**src/rtl/jedro_1_ifu_pf.sv**
```systemverilog
// jedro_1_ifu_pf -- instruction prefetch unit.
// Streams sequential fetch requests into a small FIFO and presents the head
// instruction to the decoder. A jump flushes the FIFO and restarts the stream.
// Ports:
//   clk_i, rst_i            clock, asynchronous active-high reset
//   get_next_instr_i        consumer pops the head entry
//   jmp_instr_i,
//   jmp_address_i           redirect the fetch stream to jmp_address_i
//   mem_en_o, mem_addr_o    memory read request (registered)
//   mem_rdata_i             read data, valid one cycle after mem_en_o
//   cinstr_o, cinstr_addr_o head instruction and its address
//   cinstr_valid_o          FIFO non-empty
module jedro_1_ifu_pf #(
  parameter int unsigned           ADDR_WIDTH = 32,
  parameter int unsigned           DATA_WIDTH = 32,
  parameter int unsigned           FIFO_DEPTH = 4,
  parameter logic [ADDR_WIDTH-1:0] RESET_ADDR = '0
) (
  input  logic                  clk_i,
  input  logic                  rst_i,
  input  logic                  get_next_instr_i,
  input  logic                  jmp_instr_i,
  input  logic [ADDR_WIDTH-1:0] jmp_address_i,
  output logic                  mem_en_o,
  output logic [ADDR_WIDTH-1:0] mem_addr_o,
  input  logic [DATA_WIDTH-1:0] mem_rdata_i,
  output logic [DATA_WIDTH-1:0] cinstr_o,
  output logic [ADDR_WIDTH-1:0] cinstr_addr_o,
  output logic                  cinstr_valid_o
);

  localparam int unsigned STEP  = DATA_WIDTH / 8;
  localparam int unsigned PTR_W = $clog2(FIFO_DEPTH);
  localparam int unsigned CNT_W = PTR_W + 1;
  localparam int unsigned SUM_W = CNT_W + 1;
  localparam logic [ADDR_WIDTH-1:0] STEP_A     = ADDR_WIDTH'(STEP);
  localparam logic [ADDR_WIDTH-1:0] ALIGN_MASK = ~ADDR_WIDTH'(STEP - 1);

  typedef enum logic {BOOT, RUN} state_t;

  state_t                state_q, state_d;
  logic [DATA_WIDTH-1:0] data_q [FIFO_DEPTH];
  logic [ADDR_WIDTH-1:0] addr_q [FIFO_DEPTH];
  logic [PTR_W-1:0]      rptr_q, wptr_q;
  logic [CNT_W-1:0]      count_q, count_d;
  logic                  inflight_q;   // a live response is on mem_rdata_i this cycle
  logic [ADDR_WIDTH-1:0] pc_q;
  logic [ADDR_WIDTH-1:0] resp_addr_q;  // address belonging to the current response

  logic                  jump, push, pop, issue;
  logic [SUM_W-1:0]      pending;
  logic [ADDR_WIDTH-1:0] target;

  // Next-state and datapath control.
  always_comb begin
    state_d = state_q;
    jump    = 1'b0;
    push    = 1'b0;
    pop     = 1'b0;
    issue   = 1'b0;
    count_d = count_q;
    target  = jmp_address_i & ALIGN_MASK;
    // Every entry that is stored, being returned, or requested on the bus
    // already owns a FIFO slot; a new request needs a free one.
    pending = SUM_W'(count_q) + SUM_W'(inflight_q) + SUM_W'(mem_en_o);
    case (state_q)
      BOOT: state_d = RUN;
      RUN: begin
        jump  = jmp_instr_i;
        push  = inflight_q & ~jmp_instr_i;
        pop   = get_next_instr_i & (count_q != '0) & ~jmp_instr_i;
        issue = ~jmp_instr_i & (pending < SUM_W'(FIFO_DEPTH));
      end
      default: state_d = BOOT;
    endcase
    if (jump) begin
      count_d = '0;
    end else if (push && !pop) begin
      count_d = count_q + CNT_W'(1);
    end else if (pop && !push) begin
      count_d = count_q - CNT_W'(1);
    end
  end

  // State, fetch PC and request registers.
  always_ff @(posedge clk_i or posedge rst_i) begin
    if (rst_i) begin
      state_q        <= BOOT;
      pc_q           <= RESET_ADDR;
      mem_en_o       <= 1'b0;
      mem_addr_o     <= RESET_ADDR;
      resp_addr_q    <= '0;
      inflight_q     <= 1'b0;
      count_q        <= '0;
      cinstr_valid_o <= 1'b0;
    end else begin
      state_q        <= state_d;
      count_q        <= count_d;
      cinstr_valid_o <= (count_d != '0);
      resp_addr_q    <= mem_addr_o;
      // A jump kills the response to the request currently on the bus.
      inflight_q     <= mem_en_o & ~jump;
      mem_en_o       <= jump | issue;
      if (jump) begin
        mem_addr_o <= target;
        pc_q       <= target + STEP_A;
      end else if (issue) begin
        mem_addr_o <= pc_q;
        pc_q       <= pc_q + STEP_A;
      end
    end
  end

  // FIFO storage and pointers; a jump flushes by resetting both pointers.
  always_ff @(posedge clk_i or posedge rst_i) begin
    if (rst_i) begin
      rptr_q <= '0;
      wptr_q <= '0;
      for (int i = 0; i < int'(FIFO_DEPTH); i++) begin
        data_q[i] <= '0;
        addr_q[i] <= '0;
      end
    end else if (jump) begin
      rptr_q <= '0;
      wptr_q <= '0;
    end else begin
      if (push) begin
        data_q[wptr_q] <= mem_rdata_i;
        addr_q[wptr_q] <= resp_addr_q;
        wptr_q         <= wptr_q + PTR_W'(1);
      end
      if (pop) begin
        rptr_q <= rptr_q + PTR_W'(1);
      end
    end
  end

  assign cinstr_o      = data_q[rptr_q];
  assign cinstr_addr_o = addr_q[rptr_q];

endmodule
```
**config.mk**
```make
export PLATFORM = sky130hd
export DESIGN_NAME = jedro_1_ifu_pf
export DESIGN_NICKNAME = d
export VERILOG_FILES = /design/src/rtl/jedro_1_ifu_pf.sv
export SDC_FILE = /design/constraint.sdc
export NUM_CORES = 1
export LEC_CHECK = 0
export BUFFER_PORTS_ARGS = -buffer_cell sky130_fd_sc_hd__buf_4
export CORE_AREA = 2 2 202 204
export DETAILED_ROUTE_END_ITERATION = 8
export DIE_AREA = 0 0 204 206
export PLACE_DENSITY = 0.6
export SYNTH_ARGS = -nofsm -noshare
export SYNTH_HDL_FRONTEND = slang
export SYNTH_SLANG_ARGS = --single-unit
export TNS_END_PERCENT = 100
```
**constraint.sdc**
```tcl
create_clock -name clk_i -period 16.79 [get_ports clk_i]
set_clock_uncertainty 0.1 [all_clocks]
set_input_delay 1.679 -clock clk_i [delete_from_list [all_inputs] [get_ports clk_i]]
set_output_delay 1.679 -clock clk_i [all_outputs]
set_load 0.02 [all_outputs]
```
==> flow_metrics.tcl <==
set metrics [dict create \
    detail_route.wl_per_cell_um 19.50 \
    dpl.cell_count 1760 \
    period_share 0.2807 \
    stdcell_area_um2 18810 \
    clock_sinks 349 \
    hold_path_class "flip-flop to flip-flop" \
    syn_to_final_growth_pct 19.67 \
    worst_setup_path_end_kind "output pin" \
    vias 9644 \
    finalNonFillerCells 1837 \
    synthTopCellsByArea "dfrtp_1 (56%), mux2_2 (18%), mux4_2 (8.9%), nand2_1 (2.3%), xor2_1 (1.7%)" \
    clkTransAtPathRegs_ps 60 \
    synthFlopType "dfrtp_1" \
    crit_arrival_ps 2930 \
    htree_levels 2 \
    timing.rr.end "pc_q[20]" \
    ant_nets 0 \
    post_dp_cell_area_um2 17370 \
    maxSlewHeadroom 0.2610 \
    crit_cells 3 \
    r2r_start "state_q" \
    grt.total_usage 0.1749 \
    worst-path-buf-inv 2 \
    grt_pass1_wl_mm 57.15 \
    numCtsBuffers 42 \
    crit_required_ps 15010 \
    synth.distinct_cells 55 \
    dieArea_um2 42020 \
    synth_cells 1126 \
    routed_wl_mm 35.83 \
    clockPowerShare 0.266 \
    dpl.hpwl_mm 21.42 \
    synth_async_sr_flop_share 1.000 \
    cts_setup_buffers 0 \
    rrSetupSlack_ps 12670 \
    start_kind "flip-flop" \
    p_sw_mw 1.145 \
    fillCellCount 3596 \
    ir_drop_uv 64.87 \
    drc 0 \
    drtPass1Iterations 5 \
    antenna_found_initial 0 \
    tightest_slew_ps 1109 \
    holdCritStartpoint "mem_addr_o[7]" \
    synth_top_area_cell "dfrtp_1" \
    fin_crit_ps 4713 \
    p_int_mw 2.371 \
    start_util 0.3911 \
    maxSlewViolCount 0 \
    cts_tree "built" \
    drive_above_1_share 0.4429 \
    worstHoldEndpoint "resp_addr_q[7]" \
    path_cells "buf_4 > mux4_2 > buf_4" \
    die_y_um 206 \
    critPathSlowestCell "buf_4" \
    leakage_nw 8.534 \
    switching_share 0.3257 \
    cp_max_fo 46 \
    hold_depth 0 \
    power_mw 3.517 \
    hold_slack_ps 328.6 \
    pwr_density_cell_nw_per_um2 187.0 \
    core_area_um2 40180 \
    drtIter0Drc 502 \
    synth_seq_area_share 0.5556 \
    yosysWarnings 0 \
    rows 74 \
    pwr-share-comb 0.347 \
    setup_viol 0 \
    cts_root_buffer "clkbuf_16" \
    numPortBuffers 159 \
    hold_viol 0 \
    rr_worst_depth 10 \
    path_delay_family "buffers and inverters" \
    holdBufCountCts 0 \
    cts-resized-gates 0 \
    grt_pass1_vias 9963 \
    clk_latency_ps 550 \
    synth-seq-cells 349 \
    clock_path_buffers 3 \
    status "finished, final reports clean" \
    synth_commonest_cells "dfrtp_1 (349), mux2_2 (254), nand2_1 (96)" \
    n_antenna_cell 0 \
    max_stage_delay_ps 840 \
    setup_tns_ps 0 \
    via_per_inst 5.250 \
    pwr-share-seq 0.387 \
    max_freq_ghz 0.2122 \
    ioPinCount 166 \
    synth_edf_count 0 \
    yosys.cell_count.top_type "dfrtp_1" \
    die_w_um 204 \
    routabilityCongestion 0.7992 \
    crit_top_cell "buf_4" \
    final_nets 1349 \
    gr-total-overflow 0 \
    postSynthAreaPerCell_um2 13.96 \
    grt_max_degree 137 \
    worstSetupPathType "flip-flop to output pin" \
    syn_area_um2 15720 \
    yosys.area.top_type_share 0.5556 \
    rsz0062_at_grt "no" \
    timing.max_cap.violations 0 \
]
## placed cells by master (no fill, tap or decap), types with 4 or more instances in the layout
cell / instances
mux4_2: 62
clkbuf_8: 7
a21oi_1: 22
conb_1: 5
nor3_1: 6
nand4_1: 14
inv_1: 10
and3_1: 4
xnor2_1: 21
clkinv_2: 6
clkbuf_1: 11
buf_4: 167
xor2_1: 30
nor2_1: 43
mux2i_1: 25
bufinv_16: 5
o21ai_0: 21
clkbuf_16: 43
nand2_4: 4
mux2_2: 254
nand2_1: 91
a31oi_1: 17
o21ai_1: 5
ha_1: 9
nand3_1: 21
o21ai_2: 4
nor3_2: 4
dfrtp_1: 347
## through the flow
step / utilization / setup slack [ps]
3_3_place_gp: 0.4323 / 11720
3_5_place_dp: 0.4323 / 11760
4_1_cts: 0.4681 / 11920
5_1_grt: 0.4681 / 11830
2_1_floorplan: - / 5333
6_report: 0.4681 / 12080
## kinds of logic after synthesis
group                    after synthesis  share of synthesized area
other                                  2                  0.0004778
buffers and inverters                 79                    0.02396
multiplexers                         341                     0.2867
AND/OR/NAND/NOR                      204                    0.06010
XOR/XNOR                              51                    0.02842
flip-flops                           349                     0.5556
AO/OA/AOI/OAI                         91                    0.03749
adder cells (fa/ha/maj)                9                   0.007165
## worst register-to-register path, stage by stage, from the launching register on
cell	delay, ps
dfrtp_1	970
and2_4	740
mux2i_1	310
inv_1	110
ha_1	250
a21boi_2	240
nand4_2	310
or2_4	400
a2111oi_4	310
xnor2_1	160
mux2i_1	80
## sequential cells by signal, indices dropped and copies added, names as in the netlist
name,cells
resp_addr_q,30
mem_en_o,1
rptr_q,2
pc_q,30
count_q,3
state_q,1
cinstr_valid_o,1
wptr_q,2
data_q,128
inflight_q,1
mem_addr_o,30
addr_q,120
## layer usage
layer / wire (um) / share of wire / global-route usage
met4: 596 / 0.017 / 0.04891
met5: 0 / 0 / 0
met3: 1778 / 0.050 / 0.03769
met2: 16690 / 0.47 / 0.2764
met1: 16760 / 0.47 / 0.2442
## area by class of cell
class                   instances  area (um^2)  share of cell area
inverters                      11        48.80            0.002594
flip-flops and latches        349         8741              0.4647
repair buffers                167         1254             0.06665
clock buffers                  61         1214             0.06452
clock inverters                16        222.7             0.01184
well taps                     532        665.6             0.03539
multi-input cells             701         6664              0.3543
## power by group through the flow
stage	Sequential, mW	Clock (mW)	Combinational [mW]
6_report	1.36	0.936	1.22
5_1_grt	1.41	0.999	1.31
4_1_cts	1.36	0.963	1.24
3_5_place_dp	1.38	0	1.24
3_3_place_gp	1.36	0	1.22
2_1_floorplan	1.31	0	0.825
## how the worst max path moves through the flow
stage / start / end / slack [ps]
6_report: rptr_q[0] / cinstr_o[8] / 12080
4_1_cts: rptr_q[0] / cinstr_addr_o[7] / 11920
3_5_place_dp: jmp_instr_i / pc_q[20] / 11760
3_3_place_gp: jmp_instr_i / pc_q[20] / 11720
5_1_grt: rptr_q[0] / cinstr_addr_o[7] / 11830
2_1_floorplan: rst_i / addr_q[100] / 5330
Note: power is estimated with default switching activity, not from simulation.
